`src/rtl/seq_alu_core.sv`:
```
// Multi-cycle registered ALU: valid/ready on both sides, persistent Z/S/C/V status,
// bit-serial shifts/rotates. Define SEQ_ALU_MUL_EN to build the iterative multiply (op 16).
module seq_alu_core #(
    parameter int unsigned WORD_W  = 20,
    parameter int unsigned SHAMT_W = 5
) (
    input  logic               clk,
    input  logic               rst_n,
    input  logic               in_valid_i,
    output logic               in_ready_o,
    input  logic [4:0]         op_i,
    input  logic               mode_i,
    input  logic [WORD_W-1:0]  a_i,
    input  logic [WORD_W-1:0]  b_i,
    input  logic [SHAMT_W-1:0] shamt_i,
    output logic               out_valid_o,
    input  logic               out_ready_i,
    output logic [WORD_W-1:0]  result_o,
    output logic               zero_o,
    output logic               sign_o,
    output logic               carry_o,
    output logic               ovf_o,
    output logic               illegal_o,
    output logic               busy_o
);

    localparam int unsigned HALF_W = WORD_W / 2;
    localparam int unsigned MCNT_W = $clog2(WORD_W + 1);
    localparam int unsigned CNT_W  = (SHAMT_W > MCNT_W) ? SHAMT_W : MCNT_W;

    localparam logic [WORD_W-1:0] HALF_MASK = {{HALF_W{1'b0}}, {HALF_W{1'b1}}};
    localparam logic [WORD_W-1:0] FULL_MSB  = {1'b1, {(WORD_W-1){1'b0}}};
    localparam logic [WORD_W-1:0] HALF_MSB  = {{HALF_W{1'b0}}, 1'b1, {(HALF_W-1){1'b0}}};

    localparam logic [4:0] OP_NOT  = 5'd0;
    localparam logic [4:0] OP_AND  = 5'd1;
    localparam logic [4:0] OP_OR   = 5'd2;
    localparam logic [4:0] OP_XOR  = 5'd3;
    localparam logic [4:0] OP_ADD  = 5'd4;
    localparam logic [4:0] OP_ADC  = 5'd5;
    localparam logic [4:0] OP_SUB  = 5'd6;
    localparam logic [4:0] OP_SBB  = 5'd7;
    localparam logic [4:0] OP_INC  = 5'd8;
    localparam logic [4:0] OP_DEC  = 5'd9;
    localparam logic [4:0] OP_SHL  = 5'd10;
    localparam logic [4:0] OP_SHR  = 5'd11;
    localparam logic [4:0] OP_ROL  = 5'd12;
    localparam logic [4:0] OP_ROR  = 5'd13;
    localparam logic [4:0] OP_CMP  = 5'd14;
    localparam logic [4:0] OP_PASS = 5'd15;
`ifdef SEQ_ALU_MUL_EN
    localparam logic [4:0] OP_MUL  = 5'd16;
`endif

    typedef enum logic [2:0] {
        S_IDLE,
        S_EXEC,
        S_SHIFT,
`ifdef SEQ_ALU_MUL_EN
        S_MUL,
`endif
        S_DONE
    } state_e;

    state_e            state_q, state_d;
    logic [4:0]        op_q, op_d;
    logic              mode_q, mode_d;
    logic [WORD_W-1:0] a_q, a_d;
    logic [WORD_W-1:0] b_q, b_d;
    logic [CNT_W-1:0]  cnt_q, cnt_d;
    logic              shc_q, shc_d;
    logic [WORD_W-1:0] result_q, result_d;
    logic              zero_q, zero_d;
    logic              sign_q, sign_d;
    logic              carry_q, carry_d;
    logic              ovf_q, ovf_d;
    logic              illegal_q, illegal_d;
    logic              out_valid_q, out_valid_d;
`ifdef SEQ_ALU_MUL_EN
    logic [2*WORD_W-1:0] prod_q, prod_d;
    logic [2*WORD_W-1:0] mcand_q, mcand_d;
`endif

    logic              accept;
    logic [WORD_W-1:0] in_mask;
    logic [WORD_W-1:0] act_mask;
    logic [WORD_W-1:0] act_msb;

    assign in_ready_o = (state_q == S_IDLE) && (!out_valid_q || out_ready_i);
    assign accept     = in_valid_i && in_ready_o;
    assign in_mask    = mode_i ? {WORD_W{1'b1}} : HALF_MASK;
    assign act_mask   = mode_q ? {WORD_W{1'b1}} : HALF_MASK;
    assign act_msb    = mode_q ? FULL_MSB : HALF_MSB;

    // Shared adder/subtractor on the captured operands; carry/borrow taken at the active width.
    logic              do_sub;
    logic              cin;
    logic [WORD_W-1:0] opnd_b;
    logic [WORD_W:0]   arith_w;
    logic [WORD_W-1:0] arith_res;
    logic              arith_c;
    logic              arith_v;
    logic              sa, sb, sr;

    always_comb begin
        opnd_b = b_q;
        cin    = 1'b0;
        do_sub = 1'b0;
        case (op_q)
            OP_ADC:         cin = carry_q;
            OP_SUB, OP_CMP: do_sub = 1'b1;
            OP_SBB: begin
                do_sub = 1'b1;
                cin    = carry_q;
            end
            OP_INC:         opnd_b = WORD_W'(1);
            OP_DEC: begin
                do_sub = 1'b1;
                opnd_b = WORD_W'(1);
            end
            default: ;
        endcase
        if (do_sub) begin
            arith_w = {1'b0, a_q} - {1'b0, opnd_b} - {{WORD_W{1'b0}}, cin};
        end else begin
            arith_w = {1'b0, a_q} + {1'b0, opnd_b} + {{WORD_W{1'b0}}, cin};
        end
        arith_res = arith_w[WORD_W-1:0] & act_mask;
        arith_c   = mode_q ? arith_w[WORD_W] : arith_w[HALF_W];
        sa        = |(a_q & act_msb);
        sb        = |(opnd_b & act_msb);
        sr        = |(arith_res & act_msb);
        arith_v   = do_sub ? ((sa != sb) && (sr != sa)) : ((sa == sb) && (sr != sa));
    end

    // Single-cycle op results; exec_fres is the value zero/sign are taken from (a-b for CMP).
    logic [WORD_W-1:0] exec_res;
    logic [WORD_W-1:0] exec_fres;
    logic              exec_c;
    logic              exec_v;
    logic              exec_ill;

    always_comb begin
        exec_res  = '0;
        exec_fres = '0;
        exec_c    = 1'b0;
        exec_v    = 1'b0;
        exec_ill  = 1'b0;
        case (op_q)
            OP_NOT:  exec_res = ~a_q & act_mask;
            OP_AND:  exec_res = a_q & b_q;
            OP_OR:   exec_res = a_q | b_q;
            OP_XOR:  exec_res = a_q ^ b_q;
            OP_PASS: exec_res = b_q;
            OP_ADD, OP_ADC, OP_SUB, OP_SBB, OP_INC, OP_DEC: begin
                exec_res = arith_res;
                exec_c   = arith_c;
                exec_v   = arith_v;
            end
            OP_CMP: begin
                exec_res  = a_q;
                exec_fres = arith_res;
                exec_c    = arith_c;
                exec_v    = arith_v;
            end
            default: exec_ill = 1'b1;
        endcase
        if (op_q != OP_CMP) begin
            exec_fres = exec_res;
        end
    end

    logic              fin;
    logic [WORD_W-1:0] fin_res;
    logic [WORD_W-1:0] fin_fres;
    logic              fin_c;
    logic              fin_v;
    logic              fin_ill;

    // Next-state, datapath stepping and commit of result/status on completion.
    always_comb begin
        state_d     = state_q;
        op_d        = op_q;
        mode_d      = mode_q;
        a_d         = a_q;
        b_d         = b_q;
        cnt_d       = cnt_q;
        shc_d       = shc_q;
        result_d    = result_q;
        zero_d      = zero_q;
        sign_d      = sign_q;
        carry_d     = carry_q;
        ovf_d       = ovf_q;
        illegal_d   = illegal_q;
        out_valid_d = out_valid_q;
`ifdef SEQ_ALU_MUL_EN
        prod_d      = prod_q;
        mcand_d     = mcand_q;
`endif
        fin         = 1'b0;
        fin_res     = '0;
        fin_fres    = '0;
        fin_c       = 1'b0;
        fin_v       = 1'b0;
        fin_ill     = 1'b0;

        if (out_valid_q && out_ready_i) begin
            out_valid_d = 1'b0;
        end

        case (state_q)
            S_IDLE: begin
                if (accept) begin
                    op_d   = op_i;
                    mode_d = mode_i;
                    a_d    = a_i & in_mask;
                    b_d    = b_i & in_mask;
                    cnt_d  = CNT_W'(shamt_i);
                    shc_d  = 1'b0;
                    if ((op_i >= OP_SHL) && (op_i <= OP_ROR)) begin
                        state_d = S_SHIFT;
`ifdef SEQ_ALU_MUL_EN
                    end else if (op_i == OP_MUL) begin
                        state_d = S_MUL;
                        cnt_d   = mode_i ? CNT_W'(WORD_W) : CNT_W'(HALF_W);
                        prod_d  = '0;
                        mcand_d = {{WORD_W{1'b0}}, a_i & in_mask};
`endif
                    end else begin
                        state_d = S_EXEC;
                    end
                end
            end
            S_EXEC: begin
                fin      = 1'b1;
                fin_res  = exec_res;
                fin_fres = exec_fres;
                fin_c    = exec_c;
                fin_v    = exec_v;
                fin_ill  = exec_ill;
                state_d  = S_DONE;
            end
            S_SHIFT: begin
                if (cnt_q == '0) begin
                    fin      = 1'b1;
                    fin_res  = a_q;
                    fin_fres = a_q;
                    fin_c    = shc_q;
                    state_d  = S_DONE;
                end else begin
                    cnt_d = cnt_q - CNT_W'(1);
                    case (op_q)
                        OP_SHL: begin
                            shc_d = |(a_q & act_msb);
                            a_d   = (a_q << 1) & act_mask;
                        end
                        OP_SHR: begin
                            shc_d = a_q[0];
                            a_d   = a_q >> 1;
                        end
                        OP_ROL: begin
                            shc_d = |(a_q & act_msb);
                            a_d   = ((a_q << 1) | {{(WORD_W-1){1'b0}}, |(a_q & act_msb)}) & act_mask;
                        end
                        OP_ROR: begin
                            shc_d = a_q[0];
                            a_d   = (a_q >> 1) | (a_q[0] ? act_msb : '0);
                        end
                        default: ;
                    endcase
                end
            end
`ifdef SEQ_ALU_MUL_EN
            S_MUL: begin
                if (cnt_q == '0) begin
                    fin      = 1'b1;
                    fin_res  = prod_q[WORD_W-1:0] & act_mask;
                    fin_fres = fin_res;
                    fin_c    = mode_q ? |prod_q[2*WORD_W-1:WORD_W] : |prod_q[WORD_W-1:HALF_W];
                    state_d  = S_DONE;
                end else begin
                    if (b_q[0]) begin
                        prod_d = prod_q + mcand_q;
                    end
                    mcand_d = mcand_q << 1;
                    b_d     = b_q >> 1;
                    cnt_d   = cnt_q - CNT_W'(1);
                end
            end
`endif
            S_DONE:  state_d = S_IDLE;
            default: state_d = S_IDLE;
        endcase

        // Illegal ops report a zero result and leave the status bits untouched.
        if (fin) begin
            out_valid_d = 1'b1;
            illegal_d   = fin_ill;
            result_d    = fin_ill ? '0 : fin_res;
            if (!fin_ill) begin
                zero_d  = (fin_fres == '0);
                sign_d  = |(fin_fres & act_msb);
                carry_d = fin_c;
                ovf_d   = fin_v;
            end
        end
    end

    always_ff @(posedge clk or negedge rst_n) begin
        if (!rst_n) begin
            state_q     <= S_IDLE;
            op_q        <= '0;
            mode_q      <= 1'b0;
            a_q         <= '0;
            b_q         <= '0;
            cnt_q       <= '0;
            shc_q       <= 1'b0;
            result_q    <= '0;
            zero_q      <= 1'b0;
            sign_q      <= 1'b0;
            carry_q     <= 1'b0;
            ovf_q       <= 1'b0;
            illegal_q   <= 1'b0;
            out_valid_q <= 1'b0;
`ifdef SEQ_ALU_MUL_EN
            prod_q      <= '0;
            mcand_q     <= '0;
`endif
        end else begin
            state_q     <= state_d;
            op_q        <= op_d;
            mode_q      <= mode_d;
            a_q         <= a_d;
            b_q         <= b_d;
            cnt_q       <= cnt_d;
            shc_q       <= shc_d;
            result_q    <= result_d;
            zero_q      <= zero_d;
            sign_q      <= sign_d;
            carry_q     <= carry_d;
            ovf_q       <= ovf_d;
            illegal_q   <= illegal_d;
            out_valid_q <= out_valid_d;
`ifdef SEQ_ALU_MUL_EN
            prod_q      <= prod_d;
            mcand_q     <= mcand_d;
`endif
        end
    end

    assign out_valid_o = out_valid_q;
    assign result_o    = result_q;
    assign zero_o      = zero_q;
    assign sign_o      = sign_q;
    assign carry_o     = carry_q;
    assign ovf_o       = ovf_q;
    assign illegal_o   = illegal_q;
    assign busy_o      = (state_q != S_IDLE);

endmodule
```
`config.mk`:
```
export PLATFORM = sky130hd
export DESIGN_NAME = seq_alu_core
export DESIGN_NICKNAME = d
export VERILOG_FILES = /design/src/rtl/seq_alu_core.sv
export SDC_FILE = /design/constraint.sdc
export NUM_CORES = 1
export LEC_CHECK = 0
export ABC_AREA = 1
export CORE_MARGIN = 4
export CORE_UTILIZATION = 50
export DETAILED_ROUTE_END_ITERATION = 10
export PLACE_DENSITY_LB_ADDON = 0.08
export SLEW_MARGIN = 20
export SYNTH_ARGS = -nofsm -noshare
export SYNTH_HDL_FRONTEND = slang
export SYNTH_SLANG_ARGS = --single-unit
export TNS_END_PERCENT = 20
```
`constraint.sdc`:
```
create_clock -name clk -period 3.6 [get_ports clk]
set_input_delay 0.54 -clock clk [delete_from_list [all_inputs] [get_ports clk]]
set_output_delay 0.54 -clock clk [all_outputs]
set_load 0.01 [all_outputs]
```
# == Word level (Yosys, flattened, before mapping) ==
# Index checks and enable logic that the tools add are counted.
# classes
n_addsub,5
n_lt_le_gt_ge,2
eq_ne,26
muxes,43
bitwise,17
n_reduce_logical,33
# op_table
operator,n
$and 20x20->20,11
$mux 20,11
$pmux 20 s7,1
$pmux 20 s2,3
$pmux 20 s4,1
$reduce_or 20->1,4
$eq 5x4->1 const B,8
$add 20x20->21,1
$add 21x1->21,1
$mux 21,1
$sub 20x20->21,1
$sub 21x1->21,1
$eq 5x3->1 const B,4
$logic_not 20->1,1
$not 20->20,1
$or 19x20->20,1
$or 20x1->20,1
$or 20x20->20,1
$xor 20x20->20,1
$mux 1,15
$reduce_or 12->1,1
$eq 5x2->1 const B,2
$logic_not 5->1,2
$mux 5,2
other kinds (31),50
# word_totals
register_bits,81

# == Logic depth before layout (Yosys ltp) ==
# Gate-level depths: netlist of the first run.
# logic_depth
depth_word,14
ltp_mapped,35
mapped_depth_nobuf,34

# == Worst setup path after synthesis of the first run ==
# No wires, ideal clock.
# synth_timing
path_type,register -> register
start,register op_q[1]
end,"register zero_q, in the netlist zero_o"
arrival_time_ns,3.812
path_slack_ns,-0.328
stages_incl_launch_ff,32
n_path_buf,1
path_cell_list,dfrtp_1 nor2_2 nand2_1 inv_1 clkbuf_1 nor2_1 fa_1 ha_1 inv_1 nand2_1 inv_1 fa_1 nand2_1 nand2_1 nand2_1 nand2_1 nand2_1 nand2_1 nand2_1 nand2_1 nand2_1 nand2_1 nand3_1 nand3_1 o21ai_0 nor2_1 nand3_1 nand2_1 nand2_1 nand2_1 nand2_1 nand2_1
# synth_between
elab_chain_len,11
word_cells_on_any_way,36
classes_between,add/sub: 4; eq/ne: 12; mux: 10; bitwise: 2; reduce/logical: 8
# synth_lines
element,line,source
"start, declared",66,"logic [4:0] op_q, op_d;"
"start signal, assigned",331,op_q <= op_d;
$eq 5x4->1,"109, 149",
$reduce_or 2->1 (no source line),n/a,
$mux 20,109,case (op_q)
$add 20x20->21 or $sub 20x20->21 (tied branches),"126, 124",
$add 21x1->21 or $sub 21x1->21 (tied branches),"126, 124",
$mux 21,123,if (do_sub) begin
$and 20x20->20,128,arith_res = arith_w[WORD_W-1:0] & act_mask;
$pmux 20 s7 or $mux 20 (tied branches),149,case (op_q)
$mux 20,168,if (op_q != OP_CMP) begin
$pmux 20 s2,211,case (state_q)
$logic_not 20->1,301,zero_d = (fin_fres == '0);
"end signal, assigned",338,zero_q <= zero_d;
"end, declared",73,"logic zero_q, zero_d;"
# Parallel ways exist; a longest one is shown, timed or not.
# A chain may end at the register's enable or synchronous reset.

# == Final worst setup path of the first run ==
# layout_timing
start,register op_q[3]
end,"register zero_q, in the netlist zero_o"
# The elaborated chain is that of the path after synthesis.

==> results.toml, run 1 <==
[die]
fp.coreArea_um2 = 17400
fp.dieH_um = 141
design.die.area_um2 = 20000
floorplan.rows = 48
initial_core_util_pct = 51.3
chipWidth_um = 141
ios = 83

[grt]
grt_max_degree = 32
global_route_wire_length_before_repair_mm = 53.1
grt_usage_pct = 33.8
globalRoute.totalOverflow = 0
first_global_vias = 9864
grt_antenna_before_repair = 0

[detailed_routing]
postRouteWirelength_mm = 34.2
viasPerCell = 5.73
drt-initial-drc-count = 987
detail-route-antenna-nets = 0
vias = 10497
drc = 0
wl_per_cell_um = 18.7
firstDrtPassIters = 6

[yosys]
synth.ff_latch_count = 80
synth_top_cells_by_area = "dfrtp_1 22%, nand2_1 17%, ha_1 14%"
synth_top_cell_area_share_pct = 22.5
netlist.top_cell.by_area = "dfrtp_1"
synthesis.area_um2 = 8900
synth_edf_count = 0
ys_dominant_reg_cell = "dfrtp_1"
post_synth_inst_count = 1412
synth.yosys.warnings = 0
synth_fp_nets = 1574
avgSynthCellArea_um2 = 6.31
sequential_element_share_of_the_synthesized_area_pct = 22.5
netlist-cell-type-count = 49
ys_async_sr_fraction_pct = 100

[timing]
timing_max_transition_violations_final = 0
clock-skew-final_ns = 0.00678
final_period_minus_worst_setup_slack_ns = 3.76
slew_at_the_pin_closest_to_its_max_slew_limit_ns = 0.826
max_slew_margin_pct = 44.8
setup_tns_ns = -0.270
timing_hold_violations_final = 0
setup_violations = 4
timing.fmax_ghz = 0.266
layout_worst_path_cycle_share_pct = 104
rsz0062_at_grt = "yes"
final_worst_setup_slack_ns = -0.159

[setup_path]
crit_fanout = 3
slowest_stage = "fa_1"
timing.critical_path.to_type = "flop"
cp-startpoint = "op_q[3]"
ff2ff_setup_slack_ns = -0.16
regToRegStartpoint = "op_q[3]"
critical_path.endpoint = "zero_o"
timing_worst_setup_path_type = "reg2reg"
worst_ep_arrival_time_ns = 4.05
ff2ff_path_depth = 31
most_frequent_cell_on_the_critical_path = "nand2_1"
critical_path.max_stage_delay_ns = 0.53
timing.critical_path.from_type = "flop"
regToRegEndpoint = "zero_o"
critical_path_required_ns = 3.89

[final_layout]
flow.area_growth_from_synthesis_pct = 27.1
filler_cell_count = 1690
finalNetCount = 1765
multi_input_area_um2 = 6050
antenna-diode-count = 0
fin_area_um2 = 11300
regArea_um2 = 2000
finish.utilization_pct = 65.2
final_cell_mix = "395 x nand2_1, 197 x inv_1, 141 x buf_4"
drive_gt1_share_pct = 13.4
mostFrequentLayoutCell = "nand2_1"

[clock_network]
clock-sinks = 80
cts_tree = "built"
holdBufCountCts = 0
cts-htree-levels = 3
worst_skew_pair.late_latency_ns = 0.35
clockBufferDepth = 2
root_buffer = "clkbuf_16"
cts.clk_slew.worst_paths_ns = 0.06
cts_buffers = 9

[job]
max_capacitance_violation_count = 0

[place]
pre_cts_ws_ns = -0.0732
final_replace_weighted_congestion = 0.968
dp_hpwl_mm = 27.0
dpl-instance-area_um2 = 10900
port-buffer-count = 82

[min_path]
holdCritPathClass = "in2async"

[run_status]
violations = "negative setup slack"
result_of_the_run = "complete, but fails checks"
==> cell families after synthesis <==
family                     Yosys count  share of synthesized area (%)
adders and majority gates          107                           15.4
AOI/OAI and AO/OA                  264                           17.5
and+or+nand+nor                    701                           32.7
DFF                                 80                           22.5
xor gates and xnor gates             8                          0.787
buffers and inverters              252                           11.1
==> routing by layer <==
layer | wire length, µm | track usage [%]
met3 | 2510 | 4.85
met4 | 1570 | 14.7
met2 | 16100 | 56.2
met1 | 14100 | 43.8
met5 | 0 | 0
==> cells in the mapped netlist, drive strengths merged, types with 6 or more instances <==
cell,count
nand3,114
o22ai,13
inv,205
a22oi,12
o21bai,6
o21ai,118
o221ai,8
nor2,131
a211oi,8
clkbuf,29
nor3,16
a21oi,53
dfrtp,80
nand4,16
nand2,411
ha,103
buf,16
o211ai,13
a31oi,13
==> state kept, by name (all words and copies together) (netlist names), 2 cells and up <==
signal    flops
a_q          20
b_q          20
result_o     20
cnt_q         5
op_q          5
state_q       2
==> how the worst min path moves through the flow <==
stage / startpoint / to / slack, ns / cells after the start
floorplan: rst_n / a_q[0] / 0.24 / 0
global placement: ovf_o / ovf_o / 0.47 / 2
detailed placement: result_o[9] / result_o[9] / 0.48 / 2
CTS: rst_n / b_q[13] / 0.14 / 1
global route: rst_n / b_q[13] / 0.15 / 1
finish: rst_n / b_q[13] / 0.13 / 1
==> per-stage QoR <==
step	cells	hold slack (ns)
3_5_place_dp	1813	0.477
6_report	1833	0.128
2_1_floorplan	1412	0.244
3_3_place_gp	1813	0.469
4_1_cts	1829	0.138
5_1_grt	1833	0.149
==> what timing repair did <==
item	4_1_cts	5_1_grt
resized for setup	7	32
setup endpoints to repair	3	15
pin swaps	1	22
buffers inserted	0	4
hold endpoints to repair	0	0
==> critical path: cells and delay by family (launching register included) <==
kind	cells	cell delay, ns
AO/OA/AOI/OAI	1	0.17
AND/OR/NAND/NOR	19	1.58
adder cells (fa/ha/maj)	3	1.02
flip-flops	1	0.38
XOR/XNOR	1	0.12
buffers and inverters	7	0.43
==> cell type report <==
| type | instances | share of cell area [%] |
|---|---|---|
| clock buffers | 11 | 2.15 |
| clock inverters | 5 | 0.299 |
| inverters | 207 | 6.87 |
| multi-input cells | 1080 | 53.5 |
| flip-flops and latches | 80 | 17.7 |
| well taps | 225 | 2.49 |
| repair buffers | 225 | 17.0 |
Power of run 1 is left out: the tool's default activity adds up to more than one toggle a clock period on the data nets, which glitch-free logic cannot reach.
==> run 2, diff against run 1 <==
--- a/config.mk
+++ b/config.mk
@@ -10,6 +10,7 @@
 export CORE_UTILIZATION = 50
 export DETAILED_ROUTE_END_ITERATION = 10
 export PLACE_DENSITY_LB_ADDON = 0.08
+export SKIP_CTS_REPAIR_TIMING = 1
 export SLEW_MARGIN = 20
 export SYNTH_ARGS = -nofsm -noshare
 export SYNTH_HDL_FRONTEND = slang
==> run 2 against run 1 <==
The run still ends with negative setup slack left. First-iteration DRC count fell by 2.6%. Clock-buffer cell count did not move. Clock skew barely moved. Register-to-register slack barely moved. Worst hold slack got worse by 0.0066 ns. Critical path type unchanged. Highest routed layer unchanged.
==> results.toml, run 2 (synthesized netlist as in run 1, its figures left out) <==
[run_status]
result_of_the_run = "complete, but fails checks"
violations = "negative setup slack"

[final_layout]
mostFrequentLayoutCell = "nand2_1"
fin_cells = 1833
finalNetCount = 1765
flow.area_growth_from_synthesis_pct = 27.1
antenna-diode-count = 0
filler_cell_count = 1690
final_cell_mix = "395 x nand2_1, 197 x inv_1, 141 x buf_4"
drive_gt1_share_pct = 13.4
fin_area_um2 = 11300

[setup_path]
timing.critical_path.to_type = "flop"
critical_path_required_ns = 3.89
most_frequent_cell_on_the_critical_path = "nand2_1"
timing.critical_path.from_type = "flop"
critical_path.max_stage_delay_ns = 0.53
slowest_stage = "fa_1"
worst_ep_arrival_time_ns = 4.05
crit_fanout = 3
timing_worst_setup_path_type = "reg2reg"

[timing]
final.hold.worst_slack_ns = 0.121
rsz0062_at_grt = "yes"
layout_worst_path_cycle_share_pct = 104
max_slew_margin_pct = 44.6
final_worst_setup_slack_ns = -0.156
final_period_minus_worst_setup_slack_ns = 3.76
timing.fmax_ghz = 0.266
setup_violations = 4
slew_at_the_pin_closest_to_its_max_slew_limit_ns = 0.829
timing_hold_violations_final = 0
timing_max_transition_violations_final = 0
clock-skew-final_ns = 0.00695

[detailed_routing]
postRouteWirelength_mm = 34.2
vias = 10426
detail-route-antenna-nets = 0
wl_per_cell_um = 18.7
drc = 0
firstDrtPassIters = 6
drt-initial-drc-count = 961
viasPerCell = 5.69

[place]
final_replace_weighted_congestion = 0.968
dpl-instance-area_um2 = 10900
port-buffer-count = 82
dp_hpwl_mm = 27.0
post-place-cells = 1813

[clock_network]
clockBufferDepth = 2
cts_buffers = 9
cts-htree-levels = 3
cts.clk_slew.worst_paths_ns = 0.07
root_buffer = "clkbuf_16"
cts_tree = "built"
worst_skew_pair.late_latency_ns = 0.35
clock-sinks = 80

[die]
chipWidth_um = 141
initial_core_util_pct = 51.3
fp.coreArea_um2 = 17400
ios = 83
design.die.area_um2 = 20000
floorplan.rows = 48
fp.dieH_um = 141

[grt]
first_global_vias = 9849
globalRoute.totalOverflow = 0
grt_antenna_before_repair = 0
grt_usage_pct = 33.7
grt_max_degree = 32
global_route_wire_length_before_repair_mm = 53.0

[min_path]
holdCritPathClass = "in2async"

[job]
max_capacitance_violation_count = 0
run 2: cell counts in the layout (fill, tap and decap cells not counted):
Identical to the previous run, type by type.
run 2: per-layer routing:
metal / track usage, % / routed length [µm] / vias up / part of all wire (%)
li1: - / - / 5010 / -
met5: 0 / 0 / - / 0
met3: 4.85 / 2500 / 118 / 7.3
met1: 43.7 / 14100 / 4809 / 41
met2: 56.0 / 16000 / 489 / 47
met4: 14.7 / 1600 / 0 / 4.7
run 2: area by class of cell:
class                   count  area, µm²  area share [%]
clock inverters             5       33.8           0.299
repair buffers            225       1920            17.0
well taps                 225        282            2.49
flip-flops and latches     80       2000            17.7
inverters                 207        777            6.87
clock buffers              11        243            2.15
multi-input cells        1080       6050            53.5
run 2: final timing paths:
check,startpoint,endpoint,slack (ns),cells after the start
worst min-delay path,rst_n,b_q[13],0.12,1
worst min register to register,result_o[11],result_o[11],0.49,2
min in group clk,result_o[11],result_o[11],0.49,2
worst max register to register,op_q[3],zero_o,-0.16,31
max in group asynchronous,rst_n,result_o[18],2.71,2
worst max-delay path,op_q[3],zero_o,-0.16,31
run 2: worst max-delay path: cells and delay by family (launching register included):
kind | cells | cell delay [ns]
adder cells (fa/ha/maj) | 3 | 1.02
flip-flops | 1 | 0.38
XOR/XNOR | 1 | 0.13
AO/OA/AOI/OAI | 1 | 0.17
AND/OR/NAND/NOR | 19 | 1.56
buffers and inverters | 7 | 0.43
run 2: through the flow:
stage | setup TNS [ns] | util [%] | setup WS [ns]
3_5_place_dp | -0.101 | 62.8 | -0.0732
6_report | -0.209 | 65.2 | -0.156
5_1_grt | -3.34 | 65.2 | -0.538
3_3_place_gp | -0.0152 | 62.8 | -0.0152
4_1_cts | -0.150 | 64.4 | -0.0876
2_1_floorplan | 0 | - | 0.0162
Power of run 2 is left out for the same reason.
==> run 3, diff against run 2 <==
==> constraint.sdc (replaced) <==
create_clock -name clk -period 3.6 [get_ports clk]
set_input_delay 1.08 -clock clk [delete_from_list [all_inputs] [get_ports clk]]
set_output_delay 1.08 -clock clk [all_outputs]
set_load 0.01 [all_outputs]
==> run 3 against run 2 <==
The run still ends with negative setup slack left. Clock skew increased by 0.0011 ns. Via count increased by 1.5%. Die area is the same. First-iteration DRC count is 14% higher. Register-to-register slack worse by 0.05 ns. Worst hold slack better by 0.37 ns. Fmax shrank 1.2%. Non-clock buffer count rose by 1. Sequential share of layout area about the same. Clock-buffer cell count shrank 1. Largest cell class unchanged. Highest routed layer unchanged.
==> results.toml, run 3 (synthesized netlist as in run 1, its figures left out) <==
[run_status]
result_of_the_run = "complete, but fails checks"
violations = "negative setup slack"

[detailed_routing]
drc = 0
viasPerCell = 5.77
postRouteWirelength_mm = 34.7
drt-initial-drc-count = 1091
vias = 10585
wl_per_cell_um = 18.9
detail-route-antenna-nets = 0
firstDrtPassIters = 7

[setup_path]
timing_worst_setup_path_type = "reg2reg"
worst_ep_arrival_time_ns = 4.05
critical_path.max_stage_delay_ns = 0.52
slowest_stage = "fa_1"
timing.critical_path.from_type = "flop"
critical_path_required_ns = 3.85
regToRegEndpoint = "zero_o"
timing.critical_path.to_type = "flop"
crit_fanout = 3
regToRegStartpoint = "op_q[3]"
ff2ff_setup_slack_ns = -0.20
most_frequent_cell_on_the_critical_path = "nand2_1"
ff2ff_path_depth = 32

[timing]
final_period_minus_worst_setup_slack_ns = 3.80
timing_max_transition_violations_final = 0
layout_worst_path_cycle_share_pct = 106
timing_hold_violations_final = 0
clock-skew-final_ns = 0.00807
slew_at_the_pin_closest_to_its_max_slew_limit_ns = 0.848
timing.fmax_ghz = 0.263
final_worst_setup_slack_ns = -0.201
max_slew_margin_pct = 43.4
setup_violations = 4
rsz0062_at_grt = "yes"

[min_path]
holdCritPathClass = "reg2reg"
hold_path_depth = 2
hold_end = "ovf_o"
worst_hold_startpoint = "ovf_o"

[clock_network]
clock-sinks = 80
worst_skew_pair.late_latency_ns = 0.36
cts_buffers = 9
cts-htree-levels = 3
cts_tree = "built"
cts.clk_slew.worst_paths_ns = 0.07
root_buffer = "clkbuf_16"
clockBufferDepth = 2

[grt]
grt_max_degree = 49
grt_usage_pct = 33.9
globalRoute.totalOverflow = 0
grt_antenna_before_repair = 0
global_route_wire_length_before_repair_mm = 53.4
first_global_vias = 9961

[final_layout]
flow.area_growth_from_synthesis_pct = 27.3
fin_area_um2 = 11300
antenna-diode-count = 0
mostFrequentLayoutCell = "nand2_1"
fin_cells = 1834
finalNetCount = 1766
final_cell_mix = "392 x nand2_1, 196 x inv_1, 143 x buf_4"
drive_gt1_share_pct = 13.8
finish.utilization_pct = 65.3

[place]
dpl-instance-area_um2 = 10900
post-place-cells = 1816
final_replace_weighted_congestion = 0.974
dp_hpwl_mm = 27.1
port-buffer-count = 82

[die]
initial_core_util_pct = 51.3
chipWidth_um = 141
floorplan.rows = 48
fp.coreArea_um2 = 17400
fp.dieH_um = 141
design.die.area_um2 = 20000
ios = 83

[job]
max_capacitance_violation_count = 0
==> run 3: cell count changes in the layout (fill, tap and decap cells not counted), moves of 2 or more <==
cell / delta
nand3_2: +2
nand3_1: -2
inv_6: +2
o21ai_0: +2
nand2_1: -3
nand2_4: +3
buf_4: +2
o21ai_2: -2
==> run 3: through the flow <==
step | setup slack, ns | TNS (ns) | hold WS (ns)
floorplan | 0.0162 | 0 | 0.502
global placement | -0.00846 | -0.00846 | 0.473
detailed placement | -0.113 | -0.139 | 0.473
CTS | -0.128 | -0.192 | 0.489
global route | -0.467 | -2.61 | 0.520
finish | -0.201 | -0.455 | 0.492
==> run 3: worst max-delay path by stage <==
stage                        end    start  slack [ns]  cells past startpoint
after CTS                 zero_o  op_q[4]       -0.13                     31
after detailed placement  zero_o  op_q[4]       -0.11                     31
after global placement    zero_o  op_q[4]      -0.008                     31
after global routing      zero_o  op_q[4]       -0.47                     31
after floorplan           zero_o  op_q[4]        0.02                     31
final                     zero_o  op_q[3]       -0.20                     32
==> run 3: cell type report <==
type | instances | area [µm²]
Clock inverter | 6 | 42.5
Tap cell | 225 | 282
Clock buffer | 10 | 229
Timing Repair Buffer | 226 | 1920
Inverter | 207 | 777
Multi-Input combinational cell | 1080 | 6080
Sequential cell | 80 | 2000
Fill cell | 1683 | 6020
==> run 3: critical path, delay by kind of cell (launching register included) <==
family                   cells  cell delay [ns]
flip-flops                   1             0.39
buffers and inverters        6             0.43
adder cells (fa/ha/maj)      3             1.02
AND/OR/NAND/NOR             23             1.83
==> run 3: per-layer routing <==
layer / vias to the layer above / track usage [%] / wire, µm
met5: - / 0 / 0
met4: 0 / 14.9 / 1760
met3: 137 / 4.95 / 2510
met2: 534 / 56.2 / 16000
met1: 4900 / 44.2 / 14400
li1: 5014 / - / -
Power of run 3 is left out for the same reason.
